==> src/rtl/mem_arbiter.sv <==
// Round-robin arbiter and sequencer for two requesters sharing one single-port memory.
// Each grant holds the memory bus for MEM_LATENCY cycles, then returns a one-cycle ack.
module mem_arbiter #(
   parameter int ADDR_W      = 32,
   parameter int DATA_W      = 32,
   parameter int MEM_LATENCY = 4
) (
   input  logic              clk_i,
   input  logic              rst_i,
   input  logic              req0_i,
   input  logic              req1_i,
   input  logic              mode0_i,
   input  logic              mode1_i,
   input  logic [ADDR_W-1:0] addr0_i,
   input  logic [ADDR_W-1:0] addr1_i,
   input  logic [DATA_W-1:0] wdata0_i,
   input  logic [DATA_W-1:0] wdata1_i,
   output logic              ack0_o,
   output logic              ack1_o,
   output logic [DATA_W-1:0] rdata0_o,
   output logic [DATA_W-1:0] rdata1_o,
   output logic              busy_o,
   output logic              mem_en_o,
   output logic [ADDR_W-1:0] mem_addr_o,
   output logic [DATA_W-1:0] mem_wdata_o,
   output logic              mem_mode_o,
   input  logic [DATA_W-1:0] mem_rdata_i,
   output logic [1:0]        state_o
);

   localparam int CNT_W = $clog2(MEM_LATENCY) + 1;
   localparam logic [CNT_W-1:0] CNT_LOAD = CNT_W'(MEM_LATENCY - 1);

   typedef enum logic [1:0] {
      S_IDLE = 2'd0,
      S_BUSY = 2'd1,
      S_RESP = 2'd2
   } state_t;

   state_t            state_q, state_d;
   logic [CNT_W-1:0]  cnt_q, cnt_d;
   logic              last_q, last_d;
   logic              gnt_q, gnt_d;
   logic [ADDR_W-1:0] addr_q, addr_d;
   logic [DATA_W-1:0] wdata_q, wdata_d;
   logic              mode_q, mode_d;
   logic [DATA_W-1:0] rdata0_q, rdata0_d;
   logic [DATA_W-1:0] rdata1_q, rdata1_d;
   logic              win;

   // On a tie the port that was not served last wins; otherwise the lone requester wins.
   assign win = (req0_i && req1_i) ? ~last_q : req1_i;

   always_comb begin
      state_d  = state_q;
      cnt_d    = cnt_q;
      last_d   = last_q;
      gnt_d    = gnt_q;
      addr_d   = addr_q;
      wdata_d  = wdata_q;
      mode_d   = mode_q;
      rdata0_d = rdata0_q;
      rdata1_d = rdata1_q;
      ack0_o   = 1'b0;
      ack1_o   = 1'b0;
      mem_en_o = 1'b0;
      busy_o   = 1'b0;
      case (state_q)
         S_IDLE: begin
            if (req0_i || req1_i) begin
               gnt_d   = win;
               addr_d  = win ? addr1_i  : addr0_i;
               wdata_d = win ? wdata1_i : wdata0_i;
               mode_d  = win ? mode1_i  : mode0_i;
               cnt_d   = CNT_LOAD;
               state_d = S_BUSY;
            end
         end
         S_BUSY: begin
            mem_en_o = 1'b1;
            busy_o   = 1'b1;
            if (cnt_q == '0) begin
               state_d = S_RESP;
               if (!mode_q) begin
                  if (gnt_q) rdata1_d = mem_rdata_i;
                  else       rdata0_d = mem_rdata_i;
               end
            end else begin
               cnt_d = cnt_q - CNT_W'(1);
            end
         end
         S_RESP: begin
            busy_o  = 1'b1;
            ack0_o  = ~gnt_q;
            ack1_o  = gnt_q;
            last_d  = gnt_q;
            state_d = S_IDLE;
         end
         default: state_d = S_IDLE;
      endcase
   end

   always_ff @(posedge clk_i) begin
      if (rst_i) begin
         state_q  <= S_IDLE;
         cnt_q    <= '0;
         last_q   <= 1'b1;
         gnt_q    <= 1'b0;
         addr_q   <= '0;
         wdata_q  <= '0;
         mode_q   <= 1'b0;
         rdata0_q <= '0;
         rdata1_q <= '0;
      end else begin
         state_q  <= state_d;
         cnt_q    <= cnt_d;
         last_q   <= last_d;
         gnt_q    <= gnt_d;
         addr_q   <= addr_d;
         wdata_q  <= wdata_d;
         mode_q   <= mode_d;
         rdata0_q <= rdata0_d;
         rdata1_q <= rdata1_d;
      end
   end

   assign rdata0_o    = rdata0_q;
   assign rdata1_o    = rdata1_q;
   assign mem_addr_o  = addr_q;
   assign mem_wdata_o = wdata_q;
   assign mem_mode_o  = mode_q;
   assign state_o     = state_q;

endmodule

==> config.mk <==
export PLATFORM = sky130hd
export DESIGN_NAME = mem_arbiter
export DESIGN_NICKNAME = d
export VERILOG_FILES = /design/src/rtl/mem_arbiter.sv
export SDC_FILE = /design/constraint.sdc
export NUM_CORES = 1
export LEC_CHECK = 0
export ABC_AREA = 1
export CAP_MARGIN = 40
export CELL_PAD_IN_SITES_DETAIL_PLACEMENT = 0
export CELL_PAD_IN_SITES_GLOBAL_PLACEMENT = 1
export CORE_MARGIN = 2
export CORE_UTILIZATION = 29
export DETAILED_ROUTE_END_ITERATION = 8
export PLACE_DENSITY_LB_ADDON = 0.1
export SETUP_SLACK_MARGIN = 0.4
export SYNTH_ARGS = -nofsm -noshare
export SYNTH_HDL_FRONTEND = slang
export SYNTH_SLANG_ARGS = --single-unit
export TNS_END_PERCENT = 5
==> constraint.sdc <==
create_clock -name clk_i -period 3.55 [get_ports clk_i]
set_input_delay 0.8875 -clock clk_i [delete_from_list [all_inputs] [get_ports clk_i]]
set_output_delay 0.8875 -clock clk_i [all_outputs]
set_load 0.01 [all_outputs]
==> run metrics, run 1 <==
status complete, no violations; DR DRC count 0; clock tree buffer depth 2; Final Critical Period about 2700 ps; kind of critical path flip-flop to output port; largest net degree at the start of global routing 97; final antenna-violating net count 0; WL met1 approximately 8100 um; setup bufs post-CTS 0; die height between 100 and 150 um; Worst-Margin Slew 702 ps; grt total ovfl 0; Hold Path Class flip-flop to flip-flop; share of cells above drive strength 1 5.08%; Worst EP required between 2000 and 3000 ps; DR top layer met4; Fmax about 370 MHz; Die ar. ~21,000 um^2; ANT cells 0; initial DRC count about 210; cts bufs inserted 17; worst path cell trace inv_1 > ha_1 > clkdlybuf4s50_1; # setup viols final 0; max-cap viol count 0; main area contributors after synthesis dfxtp_1, nor2_1, o21ai_0; post-DP HPWL between 10,000 and 15,000 um; Worst setup EP type output port; Pre-antenna DRT Iters 5; number of synthesized register bits between 100 and 150; Post-Syn Area 5650 um^2; vias in the first global route roughly 5,500; Synth Warn # 0; CP max stage cell clkdlybuf4s50_1; CP max FO 5; htree depth 4; post-synth top area share between 40% and 50%; net count after synthesis 950; Post-Place Cells between 1,000 and 1,500; synth unique cells 20; period utilization between 70 and 80%; Core Area 19,300 um^2; Reg2Reg Setup Slack between 1500 and 2000 ps; Final Max Tran Viols 0; Initial Util 29.3%; sequential fraction of the synthesis area 48.2%; insertion delay to the later sink of the worst-skew pair approximately 410 ps; Post-DP Area around 8700 um^2; Worst EP arrival 1810 ps; Tot Pwr around 0.0069 W; Clk pin slew, worst setup/hold paths approximately 60 ps; Worst VDD drop 0.000415 V; post-layout util 48.6%; Max stage delay on crit path around 580 ps; overall routing resource usage 17.7%; Area Growth Syn to Fin 65.6%; Gate Count Post-Synth a little under 800; met3 wire length ~1700 um; RSZ-0062 raised after global routing no; PD cells 737 nW/um^2; # rows 51; CTS sink cnt 136; CTS Hold Buffers Added 0; setup TNS 0 ps; Die Wd between 100 and 150 um; Yosys top cell by area dfxtp_1; I/O pins between 300 and 400; average size of a mapped cell 7.28 um^2; Clock Root Buffer clkbuf_16; first-pass GRT wire length 28,500 um; clock skew after layout a little over 9 ps; initial antenna violation count 0; Setup crit start kind flip-flop; Slew HR 53.2%; final hold viol count 0; # nets final 1,223; design area 9360 um^2; routed len/inst around 14 um; WL final about 19,000 um; TritonCTS clock tree built; GP Congestion ~0.76; PortBufs 300; routed vias a little under 6,000; post-route insts no fill about 1,300; met2 WL post-DR 8690 um; LEAKAGE 3.72 nW; number of vias per cell ~4.4; PostCTS Resize Cnt 0
## final timing paths
check	start	to	depth (start not counted)
setup / recovery	state_o[0]	busy_o	3
hold / removal	cnt_q[1]	cnt_q[1]	2
setup reg to reg	state_o[1]	rdata1_o[27]	9
hold reg to reg	cnt_q[1]	cnt_q[1]	2
## per-stage QoR
step           hold slack, ps  worst slack [ps]
6_report                  465               855
5_1_grt                   502               750
3_3_place_gp              454              1000
4_1_cts                   470               809
2_1_floorplan             429              1800
3_5_place_dp              462               977
## logic make-up after synthesis
group           count (synthesis)  synth area share [%]
fa+ha+maj                       7                  1.55
buf+inv                        74                  7.83
flops                         136                  48.2
compound gates                203                  18.5
simple gates                  357                  23.9
## registers in the layout (all words and copies together), names as in the netlist
name,flops
mem_addr_o,32
mem_wdata_o,32
mem_mode_o,1
cnt_q,3
rdata1_o,32
rdata0_o,32
state_o,2
last_q,1
gnt_q,1
## synth_stat cells
library cell / number
buf_8: 6
dfxtp_1: 136
buf_6: 3
buf_12: 1
buf_4: 14
a21oi_1: 64
a21oi_2: 5
o21ai_0: 127
o21ai_1: 5
o21a_1: 1
nand2_1: 149
nor2_1: 200
ha_1: 7
buf_2: 5
inv_2: 7
a21oi_4: 1
clkbuf_1: 25
nand3_1: 6
nor2_2: 2
inv_1: 13
## cell type report
type,instances,area (um^2)
Clock buffer,21,460
Clock inverter,11,194
Fill cell,1977,9910
Inverter,20,75.1
Multi-Input combinational cell,567,2490
Sequential cell,136,2720
Tap cell,265,332
Timing Repair Buffer,308,3090
## routing by layer
metal | global-route usage (%) | up-vias
met2 | 29.4 | 181
li1 | - | 3038
met4 | 5.47 | 0
met5 | 0 | -
met1 | 20.9 | 2550
met3 | 6.96 | 18
## report_power, final
part / switching, W / leakage, nW / internal (W)
logic: 0.00139 / 2.29 / 0.00134
registers: 0.000221 / 1.12 / 0.00197
clock network: 0.000684 / 0.318 / 0.00129
total: 0.00230 / 3.72 / 0.00460
## critical path, delay by kind of cell (launching register included)
family / cells / cell delay, ps
adders and majority gates: 1 / 310
DFF: 1 / 390
buffers and inverters: 2 / 690
## cell usage in the layout (no fill, tap or decap)
master           instances
inv_6                    1
clkinv_2                 2
inv_1                   13
o21ai_1                  5
ha_1                     7
nor2_2                   2
a21oi_1                 64
clkbuf_1                 2
buf_12                   2
dfxtp_1                136
a21oi_4                  1
clkinv_4                 2
nand2_1                148
o21a_1                   1
clkbuf_16               17
nand2_2                  1
buf_4                    6
clkdlybuf4s50_1        300
o21ai_0                127
bufinv_16                5
clkbuf_8                 2
clkinvlp_4               1
a21oi_2                  5
inv_2                    7
nor2_1                 200
nand3_1                  6
No activity file was read; power rests on OpenSTA's default activity.
==> run 2: changes to the inputs <==
--- a/config.mk
+++ b/config.mk
@@ -10,7 +10,7 @@
 export CELL_PAD_IN_SITES_DETAIL_PLACEMENT = 0
 export CELL_PAD_IN_SITES_GLOBAL_PLACEMENT = 1
 export CORE_MARGIN = 2
-export CORE_UTILIZATION = 29
+export CORE_UTILIZATION = 27
 export DETAILED_ROUTE_END_ITERATION = 8
 export PLACE_DENSITY_LB_ADDON = 0.1
 export SETUP_SLACK_MARGIN = 0.4
==> constraint.sdc (replaced) <==
create_clock -name clk_i -period 2.7 [get_ports clk_i]
set_input_delay 0.675 -clock clk_i [delete_from_list [all_inputs] [get_ports clk_i]]
set_output_delay 0.675 -clock clk_i [all_outputs]
set_load 0.01 [all_outputs]
==> run metrics, run 2 (synthesis gave the netlist of run 1 again) <==
# rows 52 (+2.0%); Clk pin slew, worst setup/hold paths 60 ps (about the same); DR DRC count 0 (unchanged); final antenna-violating net count 0 (unchanged); post-route insts no fill 1,335 (+0.53%); I/O pins 301 (unchanged); Final Max Tran Viols 0 (unchanged); most common cell after layout, fill and taps aside clkdlybuf4s50_1; Area Growth Syn to Fin 65.3%; die height 149 um (+3.5%); Core Area 20,400 um^2 (+5.7%); number of vias per cell 4.31 (-1.0%); r2r worst-path depth 8 (-1); # setup viols final 0 (unchanged); setup bufs post-CTS 0 (unchanged); vias in the first global route 5,578 (+1.2%); area of the multi-input gates 2490 um^2 (unchanged); post-DP HPWL 13,100 um (+3.6%); Setup crit start kind flip-flop; PortBufs 300 (unchanged); GP Congestion 0.749 (-1.3%); Worst setup EP type output port; worst path cell trace inv_1 > ha_1 > nand2_1 > inv_1 > clkdlybuf4s50_1; Worst-Margin Slew 624 ps (-78.7 ps); CP max stage cell clkdlybuf4s50_1; Fmax between 400 and 500 MHz; initial DRC count 195 (-8.0%); design area 9350 um^2 (-0.15%); routed len/inst 14.3 um (+1.6%); commonest non-fill, non-tap cells in the layout clkdlybuf4s50_1, nor2_1, nand2_1; cts bufs inserted 17 (unchanged); Slew HR 58.4% (+5.2 points); Worst Path Buf+Inv 3 (+1); Die Wd 149 um (+3.5%); # nets final 1,225 (+0.16%); clock tree buffer depth 2 (unchanged); Max stage delay on crit path 580 ps (about the same); initial antenna violation count 0 (unchanged); period utilization between 80% and 90%; overall routing resource usage 17.1% (-0.62 points); largest net degree at the start of global routing 110 (+13%); Hold Path Class flip-flop to flip-flop; CTS Hold Buffers Added 0 (unchanged); grt total ovfl 0 (unchanged); CTS sink cnt 136 (unchanged); WL final 19,100 um (+2.1%); LEAKAGE 3.74 nW (+0.29%); Reg2Reg Setup Slack 920 ps (-600 ps); first-pass GRT wire length 29,600 um (+4.0%); Tot Pwr 0.00875 W (+27%); Worst EP required 2030 ps (-630 ps); insertion delay to the later sink of the worst-skew pair 420 ps (about the same); Post-DP Area 8770 um^2 (+0.68%); clock skew after layout 11.2 ps (+2.06 ps); Clock Root Buffer clkbuf_16; Crit path top cell by count inv_1; Initial Util 27.8% (-1.6 points); kind of critical path flip-flop to output port; Worst VDD drop 0.000588 V (+42%); routed vias 5,758 (-0.50%); htree depth 4 (unchanged); max-cap viol count 0 (unchanged); FF/Latch Area 2720 um^2 (about the same); status complete, no violations; PD cells 936 nW/um^2 (+27%); setup TNS 0 ps (unchanged); share of cells above drive strength 1 5.54% (+0.46 points); fillers 2,085 (+5.5%); Pre-antenna DRT Iters 4 (-1); Die ar. 22,100 um^2 (+7.2%); Levels on crit path 5 (+2); TritonCTS clock tree built; Final Critical Period roughly 2400 ps; final hold viol count 0 (unchanged); Post-Place Cells 1,303 (+0.54%); RSZ-0062 raised after global routing yes; Top delay family on crit path buffers and inverters; ANT cells 0 (unchanged); PostCTS Resize Cnt 2 (+2); Worst EP arrival 1750 ps (-60 ps); worst hold path depth 2 (unchanged); CP max FO 5 (unchanged)
-- run 2: worst reg2reg max path: stages, from the launching register on --
cell and delay [ps]:
dfxtp_1 330, inv_1 150, ha_1 240, inv_1 100, nor2_2 100, nand3_1 110, inv_2 470, nor2_1 90
nor2_1 130
-- run 2: path summary, 6_finish.rpt --
path | start | end
worst min register to register | cnt_q[1] | cnt_q[1]
worst min-delay path | cnt_q[1] | cnt_q[1]
worst max register to register | state_o[1] | rdata0_o[19]
worst max-delay path | state_o[0] | ack1_o
-- run 2: final cells by class --
class	count	share of cell area, %
timing repair buffer	310	33.6
sequential	136	29.1
multi-input combinational	567	26.6
clock buffer	17	4.55
tap	270	3.61
clock inverter	15	1.65
inverter	20	0.803
-- run 2: routing by layer --
metal  vias to the layer above  GRT usage [%]  wire length [um]
met1                      2486           20.4              8280
met4                         0           6.10               408
met5                         -              0                 0
met3                        23           7.52              1780
met2                       198           27.2              8610
li1                       3051              -                 -
-- run 2: where the power goes --
group	switching, W	internal, W	total (W)	leakage (nW)
Sequential	0.000295	0.00260	0.00289	1.12
Clock	0.00104	0.00123	0.00227	0.284
Combinational	0.00182	0.00176	0.00358	2.33
-- run 2: per-stage QoR --
step	hold WS (ps)	util (%)	setup WS, ps
after CTS	466	45.9	225
after floorplan	429	-	1160
final	463	45.9	276
after global routing	499	45.9	184
after global placement	456	43.1	470
after detailed placement	455	43.1	448
==> run 3: changes to the inputs <==
--- a/config.mk
+++ b/config.mk
@@ -11,6 +11,7 @@
 export CELL_PAD_IN_SITES_GLOBAL_PLACEMENT = 1
 export CORE_MARGIN = 2
 export CORE_UTILIZATION = 27
+export CTS_BUF_LIST = sky130_fd_sc_hd__clkbuf_8
 export DETAILED_ROUTE_END_ITERATION = 8
 export PLACE_DENSITY_LB_ADDON = 0.1
 export SETUP_SLACK_MARGIN = 0.4
==> run metrics, run 3 (synthesis gave the netlist of run 1 again) <==
busiest grt layer met2; Slew HR 58.5% (+0.11 points); Crit path top cell by count inv_1; Worst setup EP type output port; Post-DP Area 8770 um^2 (unchanged); die height 149 um (unchanged); initial antenna violation count 0 (unchanged); worst path cell trace inv_1 > ha_1 > nand2_1 > inv_1 > clkdlybuf4s50_1; CTS sink cnt 136 (unchanged); Initial Util 27.8% (unchanged); DR DRC count 0 (unchanged); PortBufs 300 (unchanged); post-DP HPWL 13,100 um (unchanged); final hold viol count 0 (unchanged); ANT cells 0 (unchanged); Final Max Tran Viols 0 (unchanged); Max stage delay on crit path 570 ps (about the same); routed vias 5,756 (-0.035%); CTS Hold Buffers Added 0 (unchanged); WL final 19,000 um (-0.34%); clock tree buffer depth 2 (unchanged); Clock Root Buffer clkbuf_8; met3 global-route usage 6.96% (-0.55 points); Die ar. 22,100 um^2 (unchanged); period utilization 90.3% (+0.47 points); kind of critical path flip-flop to output port; Worst VDD drop 0.000590 V (+0.20%); Final Critical Period 2440 ps (+12.6 ps); TritonCTS clock tree built; # rows 52 (unchanged); met1 usage 20.6% (+0.13 points); max-cap viol count 0 (unchanged); final antenna-violating net count 0 (unchanged); I/O pins 301 (unchanged); CP max stage cell clkdlybuf4s50_1; setup bufs post-CTS 0 (unchanged); initial DRC count 196 (+0.51%); largest net degree at the start of global routing 110 (unchanged); Worst EP arrival 1760 ps (about the same); LEAKAGE 3.65 nW (-2.3%); first-pass GRT wire length 29,500 um (-0.51%); Core Area 20,400 um^2 (unchanged); Worst-Margin Slew 622 ps (-1.70 ps); cts bufs inserted 17 (unchanged); Top delay family on crit path buffers and inverters; share of cells above drive strength 1 5.54% (unchanged); clock skew after layout 17.2 ps (+6.08 ps); Fmax 410 MHz (-0.52%); setup TNS 0 ps (unchanged); commonest non-fill, non-tap cells in the layout clkdlybuf4s50_1, nor2_1, nand2_1; routed len/inst 14.2 um (-0.34%); design area 9160 um^2 (-2.0%); # nets final 1,225 (unchanged); Worst EP required 2030 ps (about the same); number of vias per cell 4.31 (about the same); grt total ovfl 0 (unchanged); M2 GR Usage 27.1% (-0.069 points); Worst Path Buf+Inv 3 (unchanged); overall routing resource usage 16.9% (-0.14 points); Pre-antenna DRT Iters 5 (+1); Area Growth Syn to Fin 62.0%; GP Congestion 0.749 (unchanged); vias in the first global route 5,548 (-0.54%); # setup viols final 0 (unchanged); status complete, no violations; Die Wd 149 um (unchanged); htree depth 4 (unchanged); Setup crit start kind flip-flop; insertion delay to the later sink of the worst-skew pair 450 ps (+30 ps); CP max FO 5 (unchanged); PD cells 887 nW/um^2 (-5.2%); hold_sp cnt_q[1]; Clk pin slew, worst setup/hold paths 90 ps (+30 ps); worst setup path startpoint state_o[0]; RR Startpoint state_o[1]; Hold Path Class flip-flop to flip-flop; most common cell after layout, fill and taps aside clkdlybuf4s50_1; RSZ-0062 raised after global routing yes; Tot Pwr 0.00813 W (-7.1%)
## run 3: cell types whose count changed in the layout (fill, tap and decap cells not counted)
cell | before | now
clkbuf_16 | 17 | 0
clkbuf_8 | 0 | 17
## run 3: path summary, 6_finish.rpt
path | slack [ps] | endpoint | depth (start not counted)
hold reg to reg | 470 | cnt_q[1] | 2
setup / recovery | 260 | ack1_o | 5
setup reg to reg | 910 | rdata0_o[19] | 8
hold / removal | 470 | cnt_q[1] | 2
## run 3: through the flow
stage	instances	setup slack (ps)	hold slack, ps	util [%]
2_1_floorplan	777	1160	429	-
3_3_place_gp	1303	470	456	43.1
3_5_place_dp	1303	448	455	43.1
4_1_cts	1335	187	469	45.0
5_1_grt	1335	153	504	45.0
6_report	1335	263	467	45.0
## run 3: what timing repair did
action / in CTS / in global routing
gates cloned: 0 / 0
endpoints found under the setup margin: 4 / 3
gates resized for setup: 2 / 1
## run 3: layout make-up
cell class              count  area (um^2)
inverters                  20         75.1
well taps                 270          338
multi-input cells         567         2490
flip-flops and latches    136         2720
repair buffers            310         3140
clock buffers              17          234
clock inverters            15          154
fillers                  2103        11200
## run 3: per-layer routing
metal,vias up,wire [um],part of all wire [%]
met2,204,8650,45
met4,0,403,2.1
met3,24,1740,9.2
met1,2481,8220,43
li1,3047,-,-
met5,-,0,0
## run 3: power breakdown
| group | internal, W | switching [W] |
|---|---|---|
| clock network | 0.000693 | 0.000963 |
| logic | 0.00176 | 0.00182 |
| registers | 0.00259 | 0.000294 |
## run 3: worst reg2reg max path, cell delays in order, from the launching register on
cell and delay [ps]:
dfxtp_1 340, inv_1 140, ha_1 240, inv_1 100, nor2_2 100, nand3_1 110, inv_2 470, nor2_1 90
nor2_1 130
